`src/rtl/slot_demux_collector.sv`:
```
// rtl/slot_demux_collector.sv - two-channel slot demultiplexer assembling 4-bit words from a shared slot select
module slot_demux_collector (
    input  logic       clk,
    input  logic       rst,
    input  logic       d1,
    input  logic       d2,
    input  logic [1:0] s,
    input  logic       e1,
    input  logic       e2,
    output logic [3:0] q1,
    output logic [3:0] q2,
    output logic       v1,
    output logic       v2,
    output logic       err1,
    output logic       err2
);

    localparam logic IDLE = 1'b0;
    localparam logic RUN  = 1'b1;

    // Index 0 is channel 1, index 1 is channel 2; the channels share only s.
    logic [1:0]      d_w;
    logic [1:0]      smp;
    logic [1:0]      state_r, state_nx;
    logic [1:0][1:0] exp_r, exp_nx;
    logic [1:0][3:0] sh_r, sh_nx;
    logic [1:0][3:0] q_r, q_nx;
    logic [1:0]      v_r, v_nx;
    logic [1:0]      err_r, err_nx;

    assign d_w = {d2, d1};
    assign smp = ~{e2, e1};

    always_ff @(posedge clk) begin
        if (rst) begin
            state_r <= {IDLE, IDLE};
            exp_r   <= '0;
            sh_r    <= '0;
            q_r     <= '0;
            v_r     <= '0;
            err_r   <= '0;
        end else begin
            state_r <= state_nx;
            exp_r   <= exp_nx;
            sh_r    <= sh_nx;
            q_r     <= q_nx;
            v_r     <= v_nx;
            err_r   <= err_nx;
        end
    end

    always_comb begin
        state_nx = state_r;
        for (int i = 0; i < 2; i++) begin
            if (smp[i]) begin
                if (state_r[i] == IDLE) begin
                    if (s == 2'd0)
                        state_nx[i] = RUN;
                end else if (s == exp_r[i]) begin
                    if (s == 2'd3)
                        state_nx[i] = IDLE;
                end else begin
                    state_nx[i] = (s == 2'd0) ? RUN : IDLE;
                end
            end
        end
    end

    always_comb begin
        exp_nx = exp_r;
        sh_nx  = sh_r;
        q_nx   = q_r;
        v_nx   = '0;
        err_nx = '0;
        for (int i = 0; i < 2; i++) begin
            if (smp[i]) begin
                if (state_r[i] == IDLE) begin
                    if (s == 2'd0) begin
                        sh_nx[i][0] = d_w[i];
                        exp_nx[i]   = 2'd1;
                    end
                end else if (s == exp_r[i]) begin
                    if (s == 2'd3) begin
                        // Shadow is left as-is; the next frame overwrites it slot by slot.
                        q_nx[i] = {d_w[i], sh_r[i][2:0]};
                        v_nx[i] = 1'b1;
                    end else begin
                        sh_nx[i][s] = d_w[i];
                        exp_nx[i]   = exp_r[i] + 2'd1;
                    end
                end else begin
                    err_nx[i] = 1'b1;
                    if (s == 2'd0) begin
                        sh_nx[i][0] = d_w[i];
                        exp_nx[i]   = 2'd1;
                    end
                end
            end
        end
    end

    assign q1   = q_r[0];
    assign q2   = q_r[1];
    assign v1   = v_r[0];
    assign v2   = v_r[1];
    assign err1 = err_r[0];
    assign err2 = err_r[1];

endmodule

```
`config.mk`:
```
export PLATFORM = sky130hd
export DESIGN_NAME = slot_demux_collector
export DESIGN_NICKNAME = d
export VERILOG_FILES = /design/src/rtl/slot_demux_collector.sv
export SDC_FILE = /design/constraint.sdc
export NUM_CORES = 1
export LEC_CHECK = 0
export BUFFER_PORTS_ARGS = -buffer_cell sky130_fd_sc_hd__buf_2
export CORE_MARGIN = 5
export CORE_UTILIZATION = 50
export CTS_CLUSTER_SIZE = 28
export DETAILED_ROUTE_END_ITERATION = 12
export PLACE_DENSITY = 0.73
export SYNTH_ARGS = -nofsm -noshare
export SYNTH_HDL_FRONTEND = slang
export SYNTH_SLANG_ARGS = --single-unit
```
`constraint.sdc`:
```
create_clock -name clk -period 1.41 [get_ports clk]
set_input_delay 0.0705 -clock clk [delete_from_list [all_inputs] [get_ports clk]]
set_output_delay 0.0705 -clock clk [all_outputs]
set_load 0.03 [all_outputs]
```
==> run metrics, run 1 <==
Synth async-reset ratio=0; TritonRoute pass-1 iters=4; Netlist Area Pre-Place=1090 um2; Max stage delay on crit path=0.54 ns; drc violations=0; GP Congestion=0.839; DR top layer=met4; vias in the first global route=826; Worst-Margin Slew=0.424 ns; period utilization=0.969; Final Hold Vio Count=0; most common cell after layout, fill and taps aside=dfxtp_1; clock power share=0.313; Clock Path Buffers=2; PortBufs=19; HPWL after DPL=1490 um; min setup slack post-route=0.0431 ns; H-Tree Depth=1; WL met3=90 um; EDFF count, synth=0; Slew Limit Fails=0; Reg clk slew, reported paths=0.12 ns; endpoint class of the critical path=flop; Syn Nets=124; Die Area=3220 um2; Final ANT Viol Nets=0; final instance area=1290 um2; post-CTS setup buffers=0; Synth top area share=0.440; Core Region=2150 um2; Layout Nets=148; met1 WL=1020 um; sequential fraction of the synthesis area=0.440; routed vias/inst=5.31; Ant. Diodes=0; largest net degree at the start of global routing=30; global route overflow=0; Setup crit start kind=primary input; Setup TNS Final=0 ns; TritonCTS Sinks=24; row count=17; logic gate share of total power=0.088; maxcap violations=0; worst min path class=primary input to flop; FF-to-FF path depth=3; Seq cells post-synth=24; CTS Root Cell=clkbuf_4; Yosys top cell by area=dfxtp_1; sw power=0.000266 W; share of cells above drive strength 1=0.245; syn avg cell area=9.42 um2; CTS Buf Count=3; Crit-path slowest cell=or4b_1; Main synth FF type=dfxtp_1; total power=0.00116 W; first-pass GRT wire length=3580 um; met2 WL=947 um; Total GRT Usage=0.141; leakage=0.511 nW; worst path arrival time=1.63 ns; dpl cell area=1220 um2; clk_skew=0.00278 ns; WL/cell=12.6 um; # fillers=201; Area Growth Syn to Fin=18.3%; DRT iter0 DRCs=19; RSZ-0062 raised after global routing=no; internal power=0.000891 W; Synth Warn #=0; PD cells=895 nW/um2; hold path depth=3; VDD IR max=0.572 mV; antenna violations before repair=0; Critical Setup Path Class=primary input to flop; CTS tree=done; final setup violating endpoints=0; clock insertion delay at the later pin of the skew report=0.32 ns; Die H=56.7 um; Area contributors post-synth=dfxtp_1, mux2i_1, nand2b_1; I/O pin count=20; CP required=1.67 ns; maximum fanout along the worst path=8; commonest cells after routing, fill and taps aside=dfxtp_1, buf_2, nand2b_1; cells along the critical path=dlygate4sd3_1 -> buf_2 -> or4b_1 -> nor2_1 -> mux2i_1; status=finished, final reports clean; clock period minus worst slack=1.37 ns; final core area utilization=0.602; vias=886; Unique masters post-synth=32; Die W=56.7 um; Post-Place Worst Slack=0.0865 ns; Syn Inst Count=116; Initial Util=0.508; relative slew slack=0.710; WL final=2110 um; sequential power share=0.599; max frequency=732 MHz; sw frac=0.230
## worst paths after layout
path / from / endpoint / slack, ns
worst max-delay path: e2 / sh_r[5] / 0.04
worst min-delay path: d2 / sh_r[4] / 0.01
worst max register to register: exp_r[3] / sh_r[5] / 0.09
worst min register to register: q1[2] / q1[2] / 0.48
## timing repair
item                                    4_1_cts  5_1_grt
hold buffers                                  2        1
endpoints found under the setup margin        0        4
resized for setup                             0        3
endpoints found under the hold margin         2        1
## cells in the mapped netlist (2+ instances only)
cell,n
a211oi_1,3
a21oi_1,2
a31oi_1,2
buf_2,2
clkbuf_1,4
dfxtp_1,24
inv_1,3
mux2i_1,14
nand2_1,3
nand2b_1,18
nor2_1,9
nor2b_1,2
nor3_1,5
nor3b_1,2
nor4_1,2
nor4bb_1,2
xnor2_1,4
## registers in the layout (all words and copies together), names as in the netlist
register / flops
q2: 4
err_r: 2
v_r: 2
q1: 4
exp_r: 4
state_r: 2
sh_r: 6
## cell families (layout without fill, tap and decap cells)
logic type             after synthesis  after routing  share of synthesized area
AND/OR/NAND/NOR                     50             50                      0.271
buffers and inverters               11             34                     0.0412
flip-flops                          24             24                      0.440
XOR/XNOR                             4              4                     0.0321
AO/OA/AOI/OAI                       13             13                     0.0871
multiplexers                        14             14                      0.128
## worst max-delay path, delay by kind of cell
family,cells,cell delay [ns]
simple gates,2,0.68
mux,1,0.18
buf+inv,2,0.70
## layout make-up
cell class                      count  area (um2)  share of cell area
Clock buffer                        4        36.3              0.0281
Timing Repair Buffer               26         155               0.120
Sequential cell                    24         484               0.375
Inverter                            4        15.0              0.0116
Tap cell                           28        35.0              0.0271
Multi-Input combinational cell     81         567               0.439
## per-stage QoR
stage               cells  hold WS [ns]
finish                167        0.0106
global route          167        0.0120
CTS                   166       0.00155
detailed placement    160         0.343
global placement      160         0.334
floorplan             116         0.143
## power groups by stage
stage / Sequential, W / Clock, W / Combinational, W
after global routing: 0.000695 / 0.000413 / 0.000111
after CTS: 0.000693 / 0.000381 / 0.0000993
after detailed placement: 0.000708 / 0 / 0.0000948
final: 0.000693 / 0.000362 / 0.000101
after floorplan: 0.000707 / 0 / 0.0000643
after global placement: 0.000707 / 0 / 0.0000924
## metal layers
layer | vias to the layer above | track usage
met2 | 24 | 0.211
met3 | 5 | 0.0276
met5 | - | 0
li1 | 450 | -
met4 | 0 | 0.103
met1 | 407 | 0.176
Power figures use the tool's default switching activity.
==> inputs of run 2 (changes only) <==
- ABC_CLOCK_PERIOD_IN_PS: unset -> 1410
- CORE_ASPECT_RATIO: unset -> 1.75
- CORE_UTILIZATION: 50 -> 32
- PLACE_DENSITY: 0.73 -> unset
==> run 2 against run 1 <==
Against the previous run: via count rose by 0.56%; clock skew fell by 0.0020 ns; clock-buffer cell count fell by 1.
==> run metrics, run 2 (same netlist as run 1, synthesis figures left out) <==
global route overflow=0 (unchanged); CTS Root Cell=clkbuf_8; # fillers=340 (+69%); Critical R2R Launch=exp_r[3]; first-pass GRT wire length=3840 um (+7.1%); routed vias/inst=4.92 (-7.2%); maxcap violations=0 (unchanged); cells along the critical path=nand2_2 -> or4_4 -> mux2i_1; Final Hold Vio Count=0 (unchanged); Ant. Diodes=0 (unchanged); Clock Path Buffers=2 (unchanged); Die W=54.2 um (-4.5%); DRT iter0 DRCs=18 (-1); Hold-fix buffers, CTS=0 (-2); maximum fanout along the worst path=7 (-1); Worst-Margin Slew=0.410 ns (-0.0149 ns); CTS tree=done; clk_skew=0.000814 ns (-0.00197 ns); Crit-path slowest cell=or4_4; H-Tree Depth=1 (unchanged); max reg flops=6 (unchanged); status=finished, final reports clean; RSZ-0062 raised after global routing=no; share of cells above drive strength 1=0.243 (-0.00196); flop2flop setup slack=0.09 ns (about the same); Initial Util=0.328 (-0.180); Core Region=3330 um2 (+55%); WL final=2240 um (+5.9%); post-CTS setup buffers=0 (unchanged); worst min path class=primary input to flop; endpoint class of the critical path=flop; clock insertion delay at the later pin of the skew report=0.26 ns (-0.06 ns); Die Area=4730 um2 (+47%); drc violations=0 (unchanged); Max stage delay on crit path=0.52 ns (-0.02 ns); PortBufs=19 (unchanged); final setup violating endpoints=0 (unchanged); PD cells=914 nW/um2 (+2.1%); Total GRT Usage=0.107 (-0.0339); min setup slack post-route=0.0871 ns (+0.0440 ns); largest net degree at the start of global routing=30 (unchanged); TritonCTS Sinks=24 (unchanged); FF-to-FF path depth=3 (unchanged); Largest Register=sh_r; period utilization=0.938 (-0.0312); placed cells=178 (+11%); vias in the first global route=909 (+10%); most common cell after layout, fill and taps aside=dfxtp_1; Layout Nets=146 (-1.4%); worst path arrival time=1.48 ns (-0.15 ns); Area Growth Syn to Fin=18.9%; relative slew slack=0.727 (+0.0172); Die H=87.3 um (+54%); Setup crit start kind=flop; reg2reg end=q2[3]; VDD IR max=0.485 mV (-15%); leakage=0.505 nW (-1.1%); Critical Setup Path Class=flop to flop; vias=891 (+0.56%); I/O pin count=20 (unchanged); post-CTS sizing=0 (unchanged); Reg clk slew, reported paths=0.08 ns (-0.04 ns); Largest delay share family, worst path=simple AND/OR/NAND/NOR gates; hold path depth=3 (unchanged); Worst Path Buf+Inv=0 (-2); GP Congestion=0.792 (-5.5%); CP required=1.56 ns (-0.11 ns); TritonRoute pass-1 iters=4 (unchanged); CTS Buf Count=3 (unchanged); max frequency=756 MHz (+3.3%); Worst Hold Path EP=sh_r[4]; antenna violations before repair=0 (unchanged); Final ANT Viol Nets=0 (unchanged); Post-Place Worst Slack=0.0896 ns (+0.00308 ns); HP Start=d2; clock period minus worst slack=1.32 ns (-0.0440 ns); fin cells=181 (+8.4%); HPWL after DPL=1620 um (+8.8%); Setup TNS Final=0 ns (unchanged); WL/cell=12.4 um (-2.3%); commonest cells after routing, fill and taps aside=dfxtp_1, buf_2, nand2b_1; Slew Limit Fails=0 (unchanged); row count=28 (+11)
run 2: cell count changes in the layout (fill, tap and decap cells not counted):
cell / before / now
or4b_1: 1 / 0
clkbuf_8: 1 / 3
dfxtp_1: 21 / 24
or4b_4: 0 / 1
buf_4: 4 / 5
dfxtp_2: 3 / 0
nor2_1: 9 / 8
clkbuf_4: 3 / 0
nor2_2: 0 / 1
dlygate4sd3_1: 3 / 0
run 2: final cells by class:
| cell class | instances | area (um2) | share of cell area |
|---|---|---|---|
| multi-input combinational | 81 | 573 | 0.441 |
| sequential | 24 | 480 | 0.370 |
| timing repair buffer | 24 | 133 | 0.102 |
| tap | 45 | 56.3 | 0.0434 |
| clock buffer | 3 | 41.3 | 0.0318 |
| inverter | 4 | 15.0 | 0.0116 |
run 2: worst max path at each step:
stage | start | end | slack, ns | cells after the start
after floorplan | exp_r[3] | sh_r[5] | 0.16 | 3
after global placement | exp_r[3] | sh_r[5] | 0.13 | 3
after detailed placement | exp_r[3] | sh_r[5] | 0.09 | 3
after CTS | exp_r[3] | sh_r[5] | 0.07 | 3
after global routing | exp_r[3] | q2[1] | 0.02 | 3
final | exp_r[3] | q2[3] | 0.09 | 3
run 2: where the power goes:
group	switching, W	internal (W)	leakage [nW]
combinational	0.0000574	0.0000428	0.290
sequential	0.00000577	0.000684	0.194
clock	0.000206	0.000191	0.0216
run 2: per-layer routing:
layer  routed length, um  global-route usage  share of wire
met5                   0                   0              0
met4                  51              0.0612          0.023
met3                 105              0.0223          0.047
met2                1130               0.177           0.51
met1                 948               0.121           0.42
run 2: worst reg2reg max path: cells and delay by family, from the launching register on:
family | cells | cell delay (ns)
multiplexers | 1 | 0.14
flip-flops | 1 | 0.46
AND/OR/NAND/NOR | 2 | 0.63
run 2: metrics by stage:
step,utilization,instance area (um2),total power (W),hold slack [ns]
floorplan,-,1090,0.000772,0.143
finish,0.390,1300,0.00119,0.0675
CTS,0.388,1290,0.00120,0.0673
global route,0.390,1300,0.00125,0.0874
detailed placement,0.376,1250,0.000805,0.349
global placement,0.376,1250,0.000802,0.335
==> inputs of run 3 (changes only) <==
- BUFFER_PORTS_ARGS: -buffer_cell sky130_fd_sc_hd__buf_2 -> unset
- DONT_BUFFER_PORTS: unset -> 1
==> run 3 against run 2 <==
Against the previous run: routed wire length is 11% higher; maximum frequency is 1.4% higher; highest routed layer unchanged; die area stayed put; sequential power hardly changed; clock skew hardly changed; via count is 4.0% lower; setup slack better by 0.018 ns; largest cell class unchanged; power is 1.1% lower; critical path depth stayed put; sequential share of layout area is 1.1 points higher.
==> run metrics, run 3 (same netlist as run 1, synthesis figures left out) <==
relative slew slack=0.565 (-0.162); cells along the critical path=nor4bb_1 -> and3b_1 -> mux2i_1; Area Growth Syn to Fin=15.3%; TritonRoute pass-1 iters=4 (unchanged); commonest cells after routing, fill and taps aside=dfxtp_1, nand2b_1, mux2i_1; Worst-Margin Slew=0.650 ns (+0.241 ns); Slew Limit Fails=0 (unchanged); Core Region=3330 um2 (unchanged); WL/cell=14.7 um (+19%); Critical Setup Path Class=flop to flop; placed cells=158 (-11%); CTS tree=done; CTS Buf Count=3 (unchanged); H-Tree Depth=1 (unchanged); routed vias/inst=5.09 (+3.4%); clk_skew=0.00113 ns (+0.000312 ns); Final Hold Vio Count=0 (unchanged); dpl cell area=1150 um2 (-8.2%); Die W=54.2 um (unchanged); final setup violating endpoints=0 (unchanged); DRT iter0 DRCs=7 (-11); period utilization=0.925 (-0.0127); Max stage delay on crit path=0.47 ns (-0.05 ns); max frequency=766 MHz (+1.4%); Initial Util=0.328 (unchanged); GP Congestion=0.738 (-6.9%); maxcap violations=0 (unchanged); status=finished, final reports clean; drc violations=0 (unchanged); PortBufs=0 (-19); VDD IR max=0.345 mV (-29%); Layout Nets=133 (-8.9%); max reg flops=6 (unchanged); final instance area=1260 um2 (-3.0%); Setup crit start kind=flop; Final ANT Viol Nets=0 (unchanged); I/O pin count=20 (unchanged); Die Area=4730 um2 (unchanged); antenna violations before repair=0 (unchanged); PD cells=931 nW/um2 (+1.9%); clock insertion delay at the later pin of the skew report=0.26 ns (about the same); first-pass GRT wire length=4180 um (+9.0%); Largest Register=sh_r; # fillers=347 (+2.1%); global route overflow=0 (unchanged); Die H=87.3 um (unchanged); fin cells=168 (-7.2%); Post-Place Worst Slack=0.118 ns (+0.0289 ns); total power=0.00117 W (-1.1%); maximum fanout along the worst path=8 (+1); largest net degree at the start of global routing=19 (-37%); Setup TNS Final=0 ns (unchanged); Reg clk slew, reported paths=0.08 ns (about the same); HPWL after DPL=1590 um (-1.7%); endpoint class of the critical path=flop; Ant. Diodes=0 (unchanged); vias=855 (-4.0%); TritonCTS Sinks=24 (unchanged); CP required=1.61 ns (+0.05 ns); worst path arrival time=1.51 ns (+0.03 ns); RSZ-0062 raised after global routing=no; most common cell after layout, fill and taps aside=dfxtp_1; vias in the first global route=942 (+3.6%); WL final=2470 um (+11%); leakage=0.433 nW (-14%); Total GRT Usage=0.120 (+0.0135); Crit-path slowest cell=dfxtp_1; share of cells above drive strength 1=0.0894 (-0.153); min setup slack post-route=0.105 ns (+0.0180 ns); CTS Root Cell=clkbuf_8; row count=28 (unchanged); clock period minus worst slack=1.30 ns (-0.0180 ns); worst min path class=primary input to flop; Clock Path Buffers=2 (unchanged)
==> run 3: changes by cell type in the layout (fill, tap and decap cells not counted), sizes merged <==
cell         change
dlygate4sd3      +7
buf             -20
==> run 3: layout make-up <==
| type | instances | area [um2] | area share |
|---|---|---|---|
| clock buffer | 3 | 41.3 | 0.0328 |
| timing repair buffer | 11 | 100 | 0.0794 |
| inverter | 4 | 15.0 | 0.0119 |
| tap | 45 | 56.3 | 0.0447 |
| sequential | 24 | 480 | 0.381 |
| multi-input combinational | 81 | 567 | 0.450 |
==> run 3: per-stage QoR <==
step,utilization,hold slack [ns]
floorplan,-,0.143
global route,0.379,0.00695
detailed placement,0.345,0.148
finish,0.379,0.00204
CTS,0.376,0.000277
global placement,0.345,0.145
==> run 3: final timing paths <==
kind	from	end	slack (ns)	cells after the start
max	exp_r[0]	sh_r[1]	0.11	3
min	rst	q2[3]	0.002	2
min reg2reg	sh_r[0]	q1[0]	0.49	2
max reg2reg	exp_r[0]	sh_r[1]	0.11	3
==> run 3: power breakdown <==
group | switching, W | internal [W] | total, W
clock | 0.000206 | 0.000191 | 0.000397
combinational | 0.0000369 | 0.0000464 | 0.0000833
sequential | 0.00000816 | 0.000684 | 0.000692
total | 0.000252 | 0.000922 | 0.00117
==> run 3: what timing repair did <==
item | in CTS | in global routing
endpoints found under the hold margin | 19 | 1
hold buffers | 6 | 1
setup buffers | 0 | 0
gates resized for setup | 0 | 0
==> run 3: critical path, delay by kind of cell (launching register included) <==
| family | cells | cell delay, ns |
|---|---|---|
| simple gates | 2 | 0.60 |
| flops | 1 | 0.47 |
| mux | 1 | 0.17 |
==> run 3: routing by layer <==
metal  vias up  share of wire  global-route usage
met5         -              0                   0
met4         0          0.041              0.0816
met3         9          0.064              0.0326
met2        23           0.50               0.198
met1       400           0.39               0.126
li1        423              -                   -
